[src/rtl/quadrature_pkg.sv]
// ----------------------------------------------------------------------------
// quadrature_pkg
// Shared types and helpers for the rotary encoder quadrature decoder.
//   dec_state_t : decoder FSM states (seeding after reset, running)
//   Q00..Q01    : 2-bit {A,B} quadrature states
//   qstep_t     : classification of a (previous, current) state pair
//   quad_step() : classifies a state pair as none / cw / ccw / illegal
// ----------------------------------------------------------------------------
package quadrature_pkg;

  typedef enum logic {
    S_SEED = 1'b0,
    S_RUN  = 1'b1
  } dec_state_t;

  localparam logic [1:0] Q00 = 2'b00;
  localparam logic [1:0] Q10 = 2'b10;
  localparam logic [1:0] Q11 = 2'b11;
  localparam logic [1:0] Q01 = 2'b01;

  typedef enum logic [1:0] {
    QS_NONE    = 2'd0,
    QS_CW      = 2'd1,
    QS_CCW     = 2'd2,
    QS_ILLEGAL = 2'd3
  } qstep_t;

  // Position of a quadrature state on the clockwise ring 00->10->11->01.
  function automatic logic [1:0] quad_pos(input logic [1:0] q);
    logic [1:0] pos;
    case (q)
      Q00:     pos = 2'd0;
      Q10:     pos = 2'd1;
      Q11:     pos = 2'd2;
      default: pos = 2'd3;
    endcase
    return pos;
  endfunction

  // Ring distance (mod 4) decides the move: 1 forward is clockwise,
  // 3 forward is one step back, 2 means both phases flipped at once.
  function automatic qstep_t quad_step(input logic [1:0] prev, input logic [1:0] cur);
    logic [1:0] diff;
    qstep_t     res;
    diff = quad_pos(cur) - quad_pos(prev);
    case (diff)
      2'd0:    res = QS_NONE;
      2'd1:    res = QS_CW;
      2'd3:    res = QS_CCW;
      default: res = QS_ILLEGAL;
    endcase
    return res;
  endfunction

endpackage

[src/rtl/phase_filter.sv]
// ----------------------------------------------------------------------------
// phase_filter
// Two-flop synchroniser followed by a stable-count glitch filter for one raw
// encoder phase. The filtered bit only follows the synchronised input after
// it has disagreed with the filtered bit for p_FILT_CYCLES consecutive cycles
// and still disagrees on the following cycle.
//
// Ports:
//   CLK     : system clock
//   RST     : asynchronous active-high reset
//   i_phase : raw phase pin, asynchronous to CLK
//   o_filt  : filtered phase level
// ----------------------------------------------------------------------------
module phase_filter #(
  parameter int unsigned p_FILT_CYCLES = 16
) (
  input  logic CLK,
  input  logic RST,
  input  logic i_phase,
  output logic o_filt
);

  localparam int unsigned CW = $clog2(p_FILT_CYCLES + 1);
  localparam logic [CW-1:0] CNT_TC = CW'(p_FILT_CYCLES);

  logic          sync1;
  logic          sync2;
  logic          filt;
  logic [CW-1:0] stable_cnt;

  always_ff @(posedge CLK or posedge RST) begin
    if (RST) begin
      sync1 <= 1'b0;
      sync2 <= 1'b0;
    end else begin
      sync1 <= i_phase;
      sync2 <= sync1;
    end
  end

  // Any return to agreement before terminal count throws the run away.
  always_ff @(posedge CLK or posedge RST) begin
    if (RST) begin
      filt       <= 1'b0;
      stable_cnt <= '0;
    end else if (sync2 == filt) begin
      stable_cnt <= '0;
    end else if (stable_cnt == CNT_TC) begin
      filt       <= sync2;
      stable_cnt <= '0;
    end else begin
      stable_cnt <= stable_cnt + 1'b1;
    end
  end

  assign o_filt = filt;

endmodule

[src/rtl/quadrature_decoder.sv]
// ----------------------------------------------------------------------------
// quadrature_decoder
// Turns raw rotary encoder A/B pins into one-cycle detent step pulses with a
// direction flag, plus a one-cycle error pulse when both filtered phases
// change in the same cycle.
//
// Ports:
//   CLK       : system clock
//   RST       : asynchronous active-high reset
//   i_phase_a : raw encoder phase A (asynchronous)
//   i_phase_b : raw encoder phase B (asynchronous)
//   o_step    : one-cycle pulse per completed detent
//   o_cw      : direction of the current o_step, 1 = clockwise
//   o_err     : one-cycle pulse on an illegal (two-bit) transition
//
// state  | meaning
// -------+---------------------------------------------------------------
// S_SEED | after reset: previous state tracks current, nothing counted
// S_RUN  | quarter-steps accumulated, steps and errors reported
// ----------------------------------------------------------------------------
module quadrature_decoder
  import quadrature_pkg::*;
#(
  parameter int unsigned p_FILT_CYCLES      = 16,
  parameter int unsigned p_STEPS_PER_DETENT = 4
) (
  input  logic CLK,
  input  logic RST,
  input  logic i_phase_a,
  input  logic i_phase_b,
  output logic o_step,
  output logic o_cw,
  output logic o_err
);

  localparam int unsigned AW = $clog2(p_STEPS_PER_DETENT) + 2;
  localparam int unsigned SW = $clog2(p_FILT_CYCLES + 4);

  // Seeding outlasts synchroniser plus filter latency, so a pin level
  // present at reset release settles into prev_q before S_RUN compares.
  localparam logic [SW-1:0]        SEED_LOAD = SW'(p_FILT_CYCLES + 3);
  localparam logic signed [AW-1:0] ACC_ONE   = AW'(1);
  localparam logic signed [AW-1:0] ACC_POS   = AW'(p_STEPS_PER_DETENT);
  localparam logic signed [AW-1:0] ACC_NEG   = -ACC_POS;

  logic                 filt_a;
  logic                 filt_b;
  logic [1:0]           cur_q;
  logic [1:0]           prev_q;
  logic [1:0]           prev_nxt;
  dec_state_t           state;
  dec_state_t           state_nxt;
  logic [SW-1:0]        seed_cnt;
  logic [SW-1:0]        seed_cnt_nxt;
  logic signed [AW-1:0] acc;
  logic signed [AW-1:0] acc_nxt;
  logic signed [AW-1:0] acc_inc;
  logic signed [AW-1:0] acc_dec;
  logic                 step_nxt;
  logic                 cw_nxt;
  logic                 err_nxt;
  qstep_t               qstep;

  phase_filter #(
    .p_FILT_CYCLES(p_FILT_CYCLES)
  ) u_filt_a (
    .CLK     (CLK),
    .RST     (RST),
    .i_phase (i_phase_a),
    .o_filt  (filt_a)
  );

  phase_filter #(
    .p_FILT_CYCLES(p_FILT_CYCLES)
  ) u_filt_b (
    .CLK     (CLK),
    .RST     (RST),
    .i_phase (i_phase_b),
    .o_filt  (filt_b)
  );

  assign cur_q   = {filt_a, filt_b};
  assign qstep   = quad_step(prev_q, cur_q);
  assign acc_inc = acc + ACC_ONE;
  assign acc_dec = acc - ACC_ONE;

  // State register
  always_ff @(posedge CLK or posedge RST) begin
    if (RST) begin
      state    <= S_SEED;
      seed_cnt <= SEED_LOAD;
    end else begin
      state    <= state_nxt;
      seed_cnt <= seed_cnt_nxt;
    end
  end

  // Next-state logic; the seed timer is a down-counter with terminal count 0
  always_comb begin
    state_nxt    = state;
    seed_cnt_nxt = seed_cnt;
    case (state)
      S_SEED: begin
        if (seed_cnt == '0) begin
          state_nxt = S_RUN;
        end else begin
          seed_cnt_nxt = seed_cnt - 1'b1;
        end
      end
      S_RUN:   state_nxt = S_RUN;
      default: state_nxt = S_SEED;
    endcase
  end

  // Output / datapath logic. prev_q follows cur_q every cycle in both states,
  // which also covers the "update previous state on error" case.
  always_comb begin
    prev_nxt = cur_q;
    acc_nxt  = acc;
    step_nxt = 1'b0;
    cw_nxt   = 1'b0;
    err_nxt  = 1'b0;
    if (state == S_RUN) begin
      case (qstep)
        QS_CW: begin
          if (acc_inc == ACC_POS) begin
            step_nxt = 1'b1;
            cw_nxt   = 1'b1;
            acc_nxt  = '0;
          end else begin
            acc_nxt = acc_inc;
          end
        end
        QS_CCW: begin
          if (acc_dec == ACC_NEG) begin
            step_nxt = 1'b1;
            acc_nxt  = '0;
          end else begin
            acc_nxt = acc_dec;
          end
        end
        QS_ILLEGAL: begin
          err_nxt = 1'b1;
          acc_nxt = '0;
        end
        default: acc_nxt = acc;
      endcase
    end
  end

  always_ff @(posedge CLK or posedge RST) begin
    if (RST) begin
      prev_q <= Q00;
      acc    <= '0;
      o_step <= 1'b0;
      o_cw   <= 1'b0;
      o_err  <= 1'b0;
    end else begin
      prev_q <= prev_nxt;
      acc    <= acc_nxt;
      o_step <= step_nxt;
      o_cw   <= cw_nxt;
      o_err  <= err_nxt;
    end
  end

endmodule

[config.mk]
export PLATFORM = sky130hd
export DESIGN_NAME = quadrature_decoder
export DESIGN_NICKNAME = d
export VERILOG_FILES = /design/src/rtl/quadrature_pkg.sv /design/src/rtl/phase_filter.sv /design/src/rtl/quadrature_decoder.sv
export SDC_FILE = /design/constraint.sdc
export NUM_CORES = 1
export LEC_CHECK = 0
export CAP_MARGIN = 20
export CELL_PAD_IN_SITES_DETAIL_PLACEMENT = 0
export CELL_PAD_IN_SITES_GLOBAL_PLACEMENT = 2
export CORE_UTILIZATION = 37
export DETAILED_ROUTE_END_ITERATION = 16
export DONT_BUFFER_PORTS = 1
export GPL_TIMING_DRIVEN = 1
export HOLD_SLACK_MARGIN = 0.15
export PLACE_DENSITY = 0.84
export SYNTH_ARGS = -nofsm -noshare
export SYNTH_HDL_FRONTEND = slang
export SYNTH_SLANG_ARGS = --single-unit
[constraint.sdc]
create_clock -name CLK -period 1.7 [get_ports CLK]
set_input_delay 0.085 -clock CLK [delete_from_list [all_inputs] [get_ports CLK]]
set_output_delay 0.085 -clock CLK [all_outputs]
set_load 0.03 [all_outputs]
# Word level (Yosys, flattened, before mapping)
# Cells that the tools add are included.
dict set report totals {
  in_bits 4
  mem_bits_ro 0
  mem_count 0
  elab_cells 69
  register_bits 31
  output_inout_bits 3
  latch_bits 0
  mem_bits_rw 0
}
dict set report classes {
  n_mux 20
  n_reduce_logical 9
  order_cmp 0
  shift 0
  n_bitwise 4
  eq_ne 15
  add_sub_neg 6
  div 0
  n_mul 0
}
# cell n
set ops {}
lappend ops {{5-bit two-way mux} 4}
lappend ops {{2-bit one-hot mux with 3 select lines} 3}
lappend ops {{2-bit == test, second input constant} 7}
lappend ops {{4-bit one-hot mux with 3 select lines} 1}
lappend ops {{5-bit by 1-bit adder with 5-bit output, second input constant} 2}
lappend ops {{5-bit == test, second input constant} 2}
lappend ops {{1-bit two-way mux} 8}
lappend ops {{4-bit two-way mux} 2}
lappend ops {{2-bit AND reduction} 4}
lappend ops {{2-bit zero test} 3}
lappend ops {{5-bit zero test} 1}
lappend ops {{5-bit by 1-bit subtractor with 5-bit output, second input constant} 1}
lappend ops {{4-bit by 2-bit adder with 4-bit output, second input constant} 1}
lappend ops {{2-bit by 1-bit == test with 1-bit output, second input constant} 2}
lappend ops {{4-bit by 3-bit == test with 1-bit output, second input constant} 1}
lappend ops {{4-bit == test, second input constant} 1}
lappend ops {{1-bit inverter} 4}
lappend ops {{1-bit one-hot mux with 2 select lines} 2}
lappend ops {{4-bit by 2-bit subtractor with 4-bit output, second input constant} 1}
lappend ops {{3-bit nonzero test} 1}
lappend ops {{1-bit == test} 2}
lappend ops {{2-bit subtractor} 1}

# Longest topological paths before layout
dict set report logic_depth {
  depth_word 8
  depth_mapped 8
  ltp_nobuf 8
}

# By module
# Synthesis repeated with hierarchy kept, for this count alone.
dict set report unflattened {
  cells_unflattened 144
  area_unflattened_um2 1569.0
}
# mod n_inst area_per_inst_um2 seq_area_each_um2 cells_each
set modules_own_cells {}
lappend modules_own_cells {quadrature_decoder 1 903.4 379.1 88}
lappend modules_own_cells {phase_filter 2 332.8 200.2 28}

# Worst setup path after synthesis
# OpenSTA, ideal clock, no wires.
dict set report synth_timing {
  kind {register to register}
  startpoint {register u_filt_a.filt, in the netlist u_filt_a.o_filt}
  endpoint {register acc[0]}
  required_time_ps 1579
  synth_period_minus_slack_ps 1909
  path_buffers 0
  setup_time_ps 121
  arrival_time_ps 1788
  slack_ps -209
  stages_incl_launch_ff 8
  cell_sequence {dfrtp_1 > inv_1 > ha_1 > ha_1 > xor3_2 > nor2_1 > a22oi_1 > a22o_1}
}
dict set report synth_between {
  elab_chain_cells 8
  word_cells_on_any_way 15
  cone_classes {add/sub (1); eq/ne (7); mux (3); reduce/logical (4)}
}
# item line_no
set synth_lines {}
lappend synth_lines {{start: declaration} phase_filter.sv:28} ;# logic filt;
lappend synth_lines {{start signal: assignment} phase_filter.sv:49} ;# filt <= sync2;
lappend synth_lines {{2-bit == test or 2-bit zero test (tied branches)} quadrature_pkg.sv:31} ;# case (q)
lappend synth_lines {{2-bit one-hot mux with 3 select lines *} quadrature_pkg.sv:31}
lappend synth_lines {{2-bit subtractor *} quadrature_pkg.sv:45} ;# diff = quad_pos(cur) - quad_pos(prev);
lappend synth_lines {{2-bit == test, or another cell as far along} quadrature_pkg.sv:46} ;# case (diff)
lappend synth_lines {{2-bit one-hot mux with 3 select lines *} quadrature_pkg.sv:46}
lappend synth_lines {{2-bit == test or 2-bit by 1-bit == test with 1-bit output (tied branches)} quadrature_decoder.sv:124} ;# case (qstep)
lappend synth_lines {{3-bit nonzero test (no source line)} -}
lappend synth_lines {{2-bit AND reduction (no source line)} -}
lappend synth_lines {{end signal: assignment} quadrature_decoder.sv:160} ;# acc <= acc_nxt;
lappend synth_lines {{end: declaration} quadrature_decoder.sv:55} ;# logic signed [AW-1:0] acc;
# Mark *: on every way between the ends. The rest lies on a longest branch, timed or not.
# A chain may end at the register's enable or synchronous reset.

# Worst setup path after layout
dict set report layout_timing {
  startpoint {register u_filt_b.filt, in the netlist u_filt_b.o_filt}
  endpoint {register acc[2]}
}
dict set report layout_between {
  elab_chain_cells 8
  word_cells_on_any_way 15
  cone_classes {add/sub (1); eq/ne (7); mux (3); reduce/logical (4)}
}
# item line_no
set layout_lines {}
lappend layout_lines {{start: declaration} phase_filter.sv:28}
lappend layout_lines {{start signal: assignment} phase_filter.sv:49}
lappend layout_lines {{2-bit == test or 2-bit zero test (tied branches)} quadrature_pkg.sv:31}
lappend layout_lines {{2-bit one-hot mux with 3 select lines *} quadrature_pkg.sv:31}
lappend layout_lines {{2-bit subtractor *} quadrature_pkg.sv:45}
lappend layout_lines {{2-bit == test, or another cell as far along} quadrature_pkg.sv:46}
lappend layout_lines {{2-bit one-hot mux with 3 select lines *} quadrature_pkg.sv:46}
lappend layout_lines {{2-bit == test or 2-bit by 1-bit == test with 1-bit output (tied branches)} quadrature_decoder.sv:124}
lappend layout_lines {{3-bit nonzero test (no source line)} -}
lappend layout_lines {{2-bit AND reduction (no source line)} -}
# Marks and branches as above.

==> qor.yml <==
clock_sink_count: 31
dp_cells: 216
cts_tree: "yes"
fin_ws_ns: -0.0828
routedWlPerCell_um: 11.4
clock-skew-final_ns: 0.00270
p_per_area_mw_per_mm2: 706
slew_viol_final: 0
io_buffer_count: 0
finalHoldViolations: 0
crit_arrival_ns: 1.94
grt_pass1_wl_um: 4750
antennaDiodeCount: 0
cts_max_level: 2
rows: 23
criticalPathCategory: "register to register"
globalRouteMet1Util_pct: 17.5
fin_crit_sh_pct: 105
synth_area_mm2: 0.00161
slew_headroom_pct: 74.4
synth_nets: 172
num_io_pins: 7
grt_max_degree: 32
synth_flop_cell: "dfrtp_1"
antenna_found_initial: 0
finalSetupViolCount: 3
syn_area_per_cell_um2: 10.5
start_kind: "register"
crit_fanout: 8
clockRootBuffer: "clkbuf_8"
violations: "negative setup slack"
drv_cap: 0
rsz0062_at_grt: "true"
initial_core_util_pct: 39.3
dpl.hpwl_um: 1910
wl_um: 2610
routabilityCongestion: 0.839
area_growth_syn_to_layout_pct: 21.7
drive_gt1_share_pct: 25.3
dieArea_mm2: 0.00461
grt-busiest-layer: "met2"
yosysSeqAreaShare_pct: 48.5
final_antenna_net_count: 0
cts_buffers: 5
drc: 0
crit_path_end_kind: "register"
cp_slowest_cell: "xor3_2"
required_ns: 1.86
vias_per_cell: 4.81
final.setup.tns_ns: -0.181
routed-via-count: 1096
fin_cells: 228
first_pass_iters: 4
ys_types: 34
vdd_drop_max_mv: 0.309
async_flop_share_pct: 100
grt.overflow.total: 0
worstMarginPinSlew_ns: 0.384
met3_usage_pct: 5.50
clk_path_buf_depth: 2
yosys_warnings: 0
core_area_mm2: 0.00409
outcome: "complete, but fails checks"
max_freq_mhz: 561
slowest_delay_ns: 0.53
clk_pin_slew_ns: 0.06
fin_crit_ns: 1.78
grt_use_met2_pct: 21.9
nets: 196
synth_edf_count: 0
ys_seq_elements: 31
p_leak_uw: 0.000903
die_w_um: 67.9
hp-class: "primary input to async pin"
clock_latency_ns: 0.28
die_y_um: 67.9
cp_cell_sequence: "ha_4 > nor2_2 > xor3_2 > buf_4 > a221o_1"
first_iter_violations: 20
grt_pass1_vias: 1136
syn_inst: 153
gr-usage-all-layers_pct: 14.1
[power by group]
group | internal (uW) | switching [uW] | total, uW
Clock | 286 | 249 | 535
Combinational | 33.4 | 39.8 | 73.3
Sequential | 756 | 15.0 | 771
Total | 1080 | 304 | 1380
[final cells by class]
class / count / area (um^2)
clock inverter: 1 / 5.00
fill: 362 / 2130
multi-input combinational: 103 / 817
clock buffer: 7 / 76.3
inverter: 17 / 63.8
sequential: 31 / 779
timing repair buffer: 19 / 150
tap: 50 / 62.6
[registers in the layout (all words and copies together) (netlist names)]
name	count
acc	4
o_cw	1
o_err	1
o_step	1
prev_q	2
seed_cnt	5
state	1
u_filt_a.o_filt	1
u_filt_a.stable_cnt	5
u_filt_a.sync1	1
u_filt_a.sync2	1
u_filt_b.o_filt	1
u_filt_b.stable_cnt	5
u_filt_b.sync1	1
u_filt_b.sync2	1
[cells by family after synthesis]
logic type	Yosys count	share of synthesized area (%)
AND/OR/NAND/NOR	50	15.3
adder cells (fa/ha/maj)	15	11.7
AO/OA/AOI/OAI	21	9.27
flip-flops	31	48.5
XOR/XNOR	15	9.19
buffers and inverters	19	4.59
multiplexers	2	1.40
[cells in the mapped netlist (2+ instances only)]
library cell,instances,area [um^2]
a21oi_1,5,25.0
a22o_1,2,17.5
a22oi_1,2,15.0
and2_1,2,12.5
and3_1,3,18.8
buf_2,2,10.0
dfrtp_1,28,701
dfstp_2,3,78.8
ha_1,15,188
inv_1,16,60.1
nand2_1,9,33.8
nand2b_1,2,12.5
nand3_1,6,30.0
nor2_1,17,63.8
nor2b_1,4,25.0
nor3_1,2,10.0
o21ai_0,2,10.0
o21ai_1,4,20.0
o22ai_1,2,12.5
xnor2_1,9,78.8
xor2_1,5,43.8
[final timing paths]
check / from / to / slack (ns) / cells after the start
worst max-delay path: u_filt_b.o_filt / acc[2] / -0.08 / 5
worst min-delay path: RST / u_filt_b.sync1 / 0.33 / 3
worst max register to register: u_filt_b.o_filt / acc[2] / -0.08 / 5
worst min register to register: u_filt_b.sync1 / u_filt_b.sync2 / 0.35 / 0
max in group asynchronous: RST / seed_cnt[1] / 1.06 / 3
min in group CLK: u_filt_b.sync1 / u_filt_b.sync2 / 0.35 / 0
[cells in the final DEF, fill, tap and decap left out, types with 2 or more instances in the layout]
cell type	synthesis	routed
and2_1	2	2
inv_2	1	3
nor3_1	2	2
clkbuf_8	0	5
dfstp_2	3	3
xor2_1	5	5
dfrtp_1	28	28
inv_1	16	14
o22ai_1	2	2
nand2b_1	2	2
o21ai_2	0	2
ha_4	0	2
o21ai_0	2	2
ha_2	0	3
nor2_2	1	3
nor2_1	17	15
a22o_1	2	2
a21oi_1	5	5
clkbuf_1	0	2
and3_1	3	3
o21ai_1	4	2
nand2_1	9	9
nor2b_1	4	3
dlygate4sd3_1	0	3
nand3_1	6	6
buf_4	0	16
ha_1	15	10
xnor2_1	9	9
[routing by layer]
metal | part of all wire [%] | wire [um] | up-vias
met1 | 47 | 1220 | 525
met4 | 1.3 | 35 | 0
li1 | - | - | 554
met5 | 0 | 0 | -
met3 | 3.4 | 88 | 4
met2 | 48 | 1260 | 13
[per-stage QoR]
step                total power, uW  hold WS, ns  cell area, um^2  util, %  setup slack (ns)
floorplan                       830        0.116             1610        -           -0.0595
global placement                851       0.0806             1770     43.4           -0.0595
detailed placement              853       0.0830             1770     43.4            -0.113
CTS                            1410        0.332             1890     46.3           -0.0785
global route                   1460        0.351             1950     47.8            -0.139
finish                         1380        0.328             1950     47.8           -0.0828
[worst max-delay path, delay by kind of cell (launching register included)]
family,cells,cell delay (ns)
buffers and inverters,1,0.18
and+or+nand+nor,1,0.09
DFF,1,0.42
adders and majority gates,1,0.18
AOI/OAI and AO/OA,1,0.28
xor gates and xnor gates,1,0.53
[timing repair]
action / 4_1_cts / 5_1_grt
setup buffers: 0 / 1
hold buffers: 3 / 0
hold endpoints to repair: 33 / 0
pin swaps: 1 / 3
endpoints found under the setup margin: 4 / 6
resized for setup: 2 / 14
No activity file was read; power rests on OpenSTA's default activity.
